<file path="config.mk">
export PLATFORM = sky130hd
export DESIGN_NAME = riscv_ifetch_flat
export DESIGN_NICKNAME = d
export VERILOG_FILES = /design/src/rtl/riscv_ifetch_pkg.sv /design/src/rtl/riscv_ifetch_if.sv /design/src/rtl/riscv_ifetch_watchdog.sv /design/src/rtl/riscv_ifetch.sv /design/src/flat_wrapper.sv
export SDC_FILE = /design/constraint.sdc
export NUM_CORES = 1
export LEC_CHECK = 0
export ABC_AREA = 1
export ABC_CLOCK_PERIOD_IN_PS = 2000
export CAP_MARGIN = 20
export CORE_MARGIN = 3
export CORE_UTILIZATION = 45
export CTS_CLUSTER_DIAMETER = 100
export DETAILED_ROUTE_END_ITERATION = 10
export PLACE_DENSITY_LB_ADDON = 0.3
export SLEW_MARGIN = 20
export SYNTH_ARGS = -nofsm -noshare
export SYNTH_HDL_FRONTEND = slang
export SYNTH_SLANG_ARGS = --single-unit
</file>
<file path="constraint.sdc">
create_clock -name clk -period 2 [get_ports clk]
set_clock_uncertainty 0.05 [all_clocks]
set_input_delay 0.3 -clock clk [delete_from_list [all_inputs] [get_ports clk]]
set_output_delay 0.3 -clock clk [all_outputs]
set_load 0.01 [all_outputs]
</file>
<file path="src/rtl/riscv_ifetch_pkg.sv">
// Shared types and constants for the instruction fetch stage.
package riscv_ifetch_pkg;

  typedef enum logic [2:0] {
    IDLE,
    REQ,
    WAIT,
    HOLD,
    DROP
  } IF_STATE;

  typedef enum logic [1:0] {
    FF_NONE     = 2'd0,
    FF_MISALIGN = 2'd1,
    FF_TIMEOUT  = 2'd2
  } FETCH_FAULT;

  // addi x0, x0, 0 -- harmless no-op handed to decode on faults.
  localparam logic [31:0] NOP_INST = 32'h0000_0013;

  function automatic logic is_misaligned(input logic [1:0] low_bits);
    return low_bits != 2'b00;
  endfunction

endpackage

</file>
<file path="src/rtl/riscv_ifetch_if.sv">
// Memory request/response channel and decode handshake of the fetch stage.
interface riscv_ifetch_if
  import riscv_ifetch_pkg::*;
#(
  parameter int WORD_LENGTH = 32
) ();

  logic                   imem_req_valid;
  logic                   imem_req_ready;
  logic [WORD_LENGTH-1:0] imem_addr;
  logic                   imem_rsp_valid;
  logic [WORD_LENGTH-1:0] imem_rsp_data;

  logic                   inst_valid;
  logic                   inst_ready;
  logic [WORD_LENGTH-1:0] inst;
  logic [WORD_LENGTH-1:0] inst_pc;
  logic                   inst_fault;
  FETCH_FAULT             fault_cause;

  // master is the fetch stage; slave is the memory plus decode side.
  modport master (
    output imem_req_valid, imem_addr,
    input  imem_req_ready, imem_rsp_valid, imem_rsp_data,
    output inst_valid, inst, inst_pc, inst_fault, fault_cause,
    input  inst_ready
  );

  modport slave (
    input  imem_req_valid, imem_addr,
    output imem_req_ready, imem_rsp_valid, imem_rsp_data,
    input  inst_valid, inst, inst_pc, inst_fault, fault_cause,
    output inst_ready
  );

endinterface

</file>
<file path="src/rtl/riscv_ifetch_watchdog.sv">
// Saturating cycle counter that flags a memory response as overdue.
module riscv_ifetch_watchdog #(
  parameter int MAX_COUNT = 255
) (
  input  logic clk,
  input  logic x_reset,
  input  logic clear,
  input  logic enable,
  output logic expired
);

  localparam int WIDTH = $clog2(MAX_COUNT + 1);
  localparam logic [WIDTH-1:0] LIMIT = WIDTH'(MAX_COUNT);

  logic [WIDTH-1:0] count;

  // Holds at LIMIT rather than wrapping so a late response can never re-arm it.
  always_ff @(posedge clk or negedge x_reset) begin
    if (!x_reset) begin
      count <= '0;
    end else if (clear) begin
      count <= '0;
    end else if (enable && (count != LIMIT)) begin
      count <= count + WIDTH'(1);
    end
  end

  assign expired = (count == LIMIT);

endmodule

</file>
<file path="src/rtl/riscv_ifetch.sv">
// Instruction fetch stage: one outstanding imem read, result held for decode,
// stale responses dropped after a redirect, misalign/timeout faults reported.
module riscv_ifetch
  import riscv_ifetch_pkg::*;
#(
  parameter int WORD_LENGTH    = 32,
  parameter int TIMEOUT_CYCLES = 255
) (
  input  logic                   clk,
  input  logic                   x_reset,
  input  logic [WORD_LENGTH-1:0] pc,
  input  logic                   flush,
  output logic                   pc_stall,
  riscv_ifetch_if.master         bus
);

  IF_STATE                state;
  IF_STATE                next_state;
  logic [WORD_LENGTH-1:0] req_pc;
  logic [WORD_LENGTH-1:0] load_pc;
  logic                   misaligned;
  logic                   req_fire;
  logic                   load_rsp;
  logic                   load_fault;
  logic                   clear_valid;
  FETCH_FAULT             load_cause;
  logic                   wd_clear;
  logic                   wd_enable;
  logic                   wd_expired;

  assign misaligned         = is_misaligned(pc[1:0]);
  assign bus.imem_req_valid = (state == REQ) && !misaligned;
  assign bus.imem_addr      = pc;
  assign req_fire           = bus.imem_req_valid && bus.imem_req_ready;
  assign pc_stall           = !(bus.inst_valid && bus.inst_ready);

  // The watchdog restarts whenever a response wait (WAIT or DROP) begins.
  assign wd_enable = (state == WAIT) || (state == DROP);
  assign wd_clear  = ((next_state == WAIT) || (next_state == DROP)) && (next_state != state);

  riscv_ifetch_watchdog #(
    .MAX_COUNT(TIMEOUT_CYCLES)
  ) u_watchdog (
    .clk    (clk),
    .x_reset(x_reset),
    .clear  (wd_clear),
    .enable (wd_enable),
    .expired(wd_expired)
  );

  always_ff @(posedge clk or negedge x_reset) begin
    if (!x_reset) begin
      state <= IDLE;
    end else begin
      state <= next_state;
    end
  end

  always_comb begin
    next_state  = state;
    load_rsp    = 1'b0;
    load_fault  = 1'b0;
    load_cause  = FF_NONE;
    load_pc     = req_pc;
    clear_valid = 1'b0;
    case (state)
      IDLE: next_state = REQ;
      REQ: begin
        if (misaligned) begin
          load_fault = 1'b1;
          load_cause = FF_MISALIGN;
          load_pc    = pc;
          next_state = HOLD;
        end else if (req_fire) begin
          next_state = flush ? DROP : WAIT;
        end
      end
      WAIT: begin
        // A redirect wins over both data and timeout; same-cycle data retires the request.
        if (flush) begin
          next_state = bus.imem_rsp_valid ? REQ : DROP;
        end else if (bus.imem_rsp_valid) begin
          load_rsp   = 1'b1;
          next_state = HOLD;
        end else if (wd_expired) begin
          load_fault = 1'b1;
          load_cause = FF_TIMEOUT;
          next_state = HOLD;
        end
      end
      HOLD: begin
        if (flush || bus.inst_ready) begin
          clear_valid = 1'b1;
          next_state  = REQ;
        end
      end
      DROP: begin
        if (bus.imem_rsp_valid || wd_expired) begin
          next_state = REQ;
        end
      end
      default: next_state = IDLE;
    endcase
  end

  always_ff @(posedge clk or negedge x_reset) begin
    if (!x_reset) begin
      req_pc          <= '0;
      bus.inst_valid  <= 1'b0;
      bus.inst        <= WORD_LENGTH'(NOP_INST);
      bus.inst_pc     <= '0;
      bus.inst_fault  <= 1'b0;
      bus.fault_cause <= FF_NONE;
    end else begin
      if (req_fire) begin
        req_pc <= pc;
      end
      if (load_rsp) begin
        bus.inst_valid  <= 1'b1;
        bus.inst        <= bus.imem_rsp_data;
        bus.inst_pc     <= req_pc;
        bus.inst_fault  <= 1'b0;
        bus.fault_cause <= FF_NONE;
      end else if (load_fault) begin
        bus.inst_valid  <= 1'b1;
        bus.inst        <= WORD_LENGTH'(NOP_INST);
        bus.inst_pc     <= load_pc;
        bus.inst_fault  <= 1'b1;
        bus.fault_cause <= load_cause;
      end else if (clear_valid) begin
        bus.inst_valid <= 1'b0;
      end
    end
  end

endmodule

</file>
<file path="src/flat_wrapper.sv">
// flat-port wrapper written by rule: the top's interface ports become plain ports
module riscv_ifetch_flat import riscv_ifetch_pkg::*;
#(
  parameter int WORD_LENGTH    = 32,
  parameter int TIMEOUT_CYCLES = 255
)
  (clk, x_reset, pc, flush, pc_stall, bus_imem_req_valid, bus_imem_addr, bus_imem_req_ready, bus_imem_rsp_valid, bus_imem_rsp_data, bus_inst_valid, bus_inst, bus_inst_pc, bus_inst_fault, bus_fault_cause, bus_inst_ready);
  riscv_ifetch_if #(.WORD_LENGTH(WORD_LENGTH)) bus_i ();
  input  logic clk;
  input  logic x_reset;
  input  logic [WORD_LENGTH-1:0] pc;
  input  logic flush;
  output logic pc_stall;
  output wire logic [$bits(bus_i.imem_req_valid)-1:0] bus_imem_req_valid;
  output wire logic [$bits(bus_i.imem_addr)-1:0] bus_imem_addr;
  input wire logic [$bits(bus_i.imem_req_ready)-1:0] bus_imem_req_ready;
  input wire logic [$bits(bus_i.imem_rsp_valid)-1:0] bus_imem_rsp_valid;
  input wire logic [$bits(bus_i.imem_rsp_data)-1:0] bus_imem_rsp_data;
  output wire logic [$bits(bus_i.inst_valid)-1:0] bus_inst_valid;
  output wire logic [$bits(bus_i.inst)-1:0] bus_inst;
  output wire logic [$bits(bus_i.inst_pc)-1:0] bus_inst_pc;
  output wire logic [$bits(bus_i.inst_fault)-1:0] bus_inst_fault;
  output wire logic [$bits(bus_i.fault_cause)-1:0] bus_fault_cause;
  input wire logic [$bits(bus_i.inst_ready)-1:0] bus_inst_ready;
  assign bus_imem_req_valid = bus_i.imem_req_valid;
  assign bus_imem_addr = bus_i.imem_addr;
  assign bus_i.imem_req_ready = bus_imem_req_ready;
  assign bus_i.imem_rsp_valid = bus_imem_rsp_valid;
  assign bus_i.imem_rsp_data = bus_imem_rsp_data;
  assign bus_inst_valid = bus_i.inst_valid;
  assign bus_inst = bus_i.inst;
  assign bus_inst_pc = bus_i.inst_pc;
  assign bus_inst_fault = bus_i.inst_fault;
  assign bus_fault_cause = bus_i.fault_cause;
  assign bus_i.inst_ready = bus_inst_ready;
  riscv_ifetch #(.WORD_LENGTH(WORD_LENGTH), .TIMEOUT_CYCLES(TIMEOUT_CYCLES)) u_core (.clk(clk), .x_reset(x_reset), .pc(pc), .flush(flush), .pc_stall(pc_stall), .bus(bus_i));
endmodule
</file>
==> metrics <==
status=finished, violations left; failing checks=hold timing; main area contributors after synthesis=dfrtp_1, nand2_1, o21ai_0; Yosys cell types=23; TritonCTS clock tree=yes; post-layout util=64.18%; Final min period=1.836 ns; GRT overflow=0; # rows=38; drt via density=4.755; DIE HEIGHT=112.8 µm; gpl congestion=0.8509; I/O pins=172; root buffer cell=clkbuf_16; relative slew slack=59.67%; Synth area leader=dfrtp_1; Fin. Hold Viols=28; commonest non-fill, non-tap cell in the layout=nand2_1; Startpoint Class=flop; FMAX=544.8 MHz; hold slack final=-0.03999 ns; clock sinks=111; post-synthesis cell count=635; vias in the first global route=4304; Starting Density=46.71%; share of the synthesized area in the top cell type=52.68%; fin nets=844; R2R Setup Slk=0.29 ns; most frequent cells in the layout=nand2_1, clkdlybuf4s50_1, dfrtp_1, o21ai_0, inv_1; Clock Latency Late Sink=0.34 ns; GRT Overall Usage=18.72%; crit-path max FO=5; Port Buffers=171; net count after synthesis=706; Die X=112.8 µm; flop and latch count out of synthesis=111; antenna cells=0; number of synthesis warnings=0; antenna violations before repair=0; first-pass GRT wire length=19.64 mm; cts hold-fix bufs=0; clock slew at reported path FFs=0.07 ns; post-route setup TNS=0 ns; Syn Area/Cell=8.079 µm²; PD cells=1221 nW/µm²; layout cells sized above 1=6.049%; H-tree depth=3; via count=4360; CTS Buffer Depth=2; Slew @ Worst Pin=0.6049 ns; Detailed Place HPWL=8.230 mm; Hold Path Class=primary input to asynchronous set/reset pin; Peak VDD IR=0.0006458 V; maximum capacitance violations=0; DR pass1 iterations=4; critical path type=flop to output pin; die area=12720 µm²; Critical Path Sink Type=output pin; TritonCTS Buffers=9; Worst Path Required=1.65 ns; largest net degree at the start of global routing=112; DR iter-0 viols=278; core area=10980 µm²; Slew Viols, Final=0; Final setup viols=0; RSZ-0062 raised after global routing=false; Detail Route Antenna Nets=0; CP arrival=1.49 ns; Period Utilization, post-route=91.78%; DRT Wirelength=11.53 mm; sequential share of the synthesized area=54.22%; DRC=0; P_leak=0.003584 µW; Routed WL per cell=12.57 µm; Syn Std Cell Area=5130 µm²; Layout area overhead=37.41%
cells by family (layout without fill, tap and decap cells):
kind of cell | Yosys count | after routing | synth area share, %
xor+xnor | 4 | 4 | 0.6831
buf+inv | 116 | 258 | 12.44
compound gates | 69 | 69 | 6.732
fa+ha+maj | 1 | 1 | 0.2439
flops | 111 | 111 | 54.22
simple gates | 334 | 334 | 25.68
final cells by class:
cell class	instances	area (µm²)
fillers	948	3934
well taps	140	175.2
multi-input cells	408	1713
flip-flops and latches	111	2781
clock buffers	12	246.5
clock inverters	3	43.79
inverters	59	221.5
repair buffers	184	1868
metrics by stage:
stage | area, µm² | hold WS (ns) | power (µW) | setup WS, ns | cells
finish | 7049 | -0.03999 | 8607 | 0.1644 | 917
global route | 7049 | 0.04534 | 9300 | 0.02988 | 917
CTS | 7049 | 0.01197 | 8730 | 0.1357 | 917
detailed placement | 6760 | 0.3738 | 6932 | 0.01363 | 902
global placement | 6760 | 0.3663 | 6820 | 0.03435 | 902
floorplan | 5130 | -0.04559 | 5509 | 0.4963 | 635
Yosys cell counts:
cell	n
nand3b_1	1
buf_2	3
ha_1	1
nand2_1	278
nand3_1	9
xnor2_1	2
buf_6	10
dfrtp_1	108
dfstp_2	3
buf_4	33
nor3_2	1
o21ai_0	67
inv_2	5
nor2_2	5
clkbuf_1	11
nor2_4	1
nor2_1	30
inv_1	54
nand4_1	5
or2_2	1
o21ai_1	2
nand2_2	3
xor2_1	2
state kept, by name, summed over array words and instances (netlist names):
| signal | count |
|---|---|
| u_core.bus.inst_fault | 1 |
| u_core.bus.inst_pc | 32 |
| u_core.req_pc | 32 |
| u_core.state | 3 |
| u_core.u_watchdog.count | 8 |
| u_core.bus.inst_valid | 1 |
| u_core.bus.fault_cause | 2 |
| u_core.bus.inst | 32 |
final timing paths:
path / to / startpoint / cells past startpoint
worst max-delay path: bus_imem_req_valid / u_core.state[1] / 6
worst min-delay path: u_core.bus.inst[3] / x_reset / 2
worst max register to register: u_core.u_watchdog.count[3] / u_core.u_watchdog.count[0] / 11
worst min register to register: u_core.req_pc[0] / u_core.req_pc[0] / 2
max in group asynchronous: u_core.u_watchdog.count[5] / x_reset / 2
min in group clk: u_core.req_pc[0] / u_core.req_pc[0] / 2
critical path, stage by stage (launching register included):
cell,delay [ns]
dfrtp_1,0.42
inv_2,0.08
nand2_1,0.09
nor2_2,0.11
inv_1,0.09
nor2_1,0.09
dlygate4sd2_1,0.27
routing by layer:
layer	track usage [%]	part of all wire [%]	vias to the layer above
met5	0	0	-
met2	31.75	45	143
met3	3.369	6.2	12
met1	24.30	47	2024
met4	6.410	1.5	0
li1	-	-	2181
repair_timing:
item | 4_1_cts | 5_1_grt
resized for setup | 1 | 0
endpoints found under the setup margin | 1 | 0
setup buffers | 0 | 0
where the power goes:
part	internal, µW	total [µW]	switching (µW)
Sequential	3000	3440	440
Combinational	1600	3420	1830
Clock	1000	1750	751
Note: power is estimated with default switching activity, not from simulation.
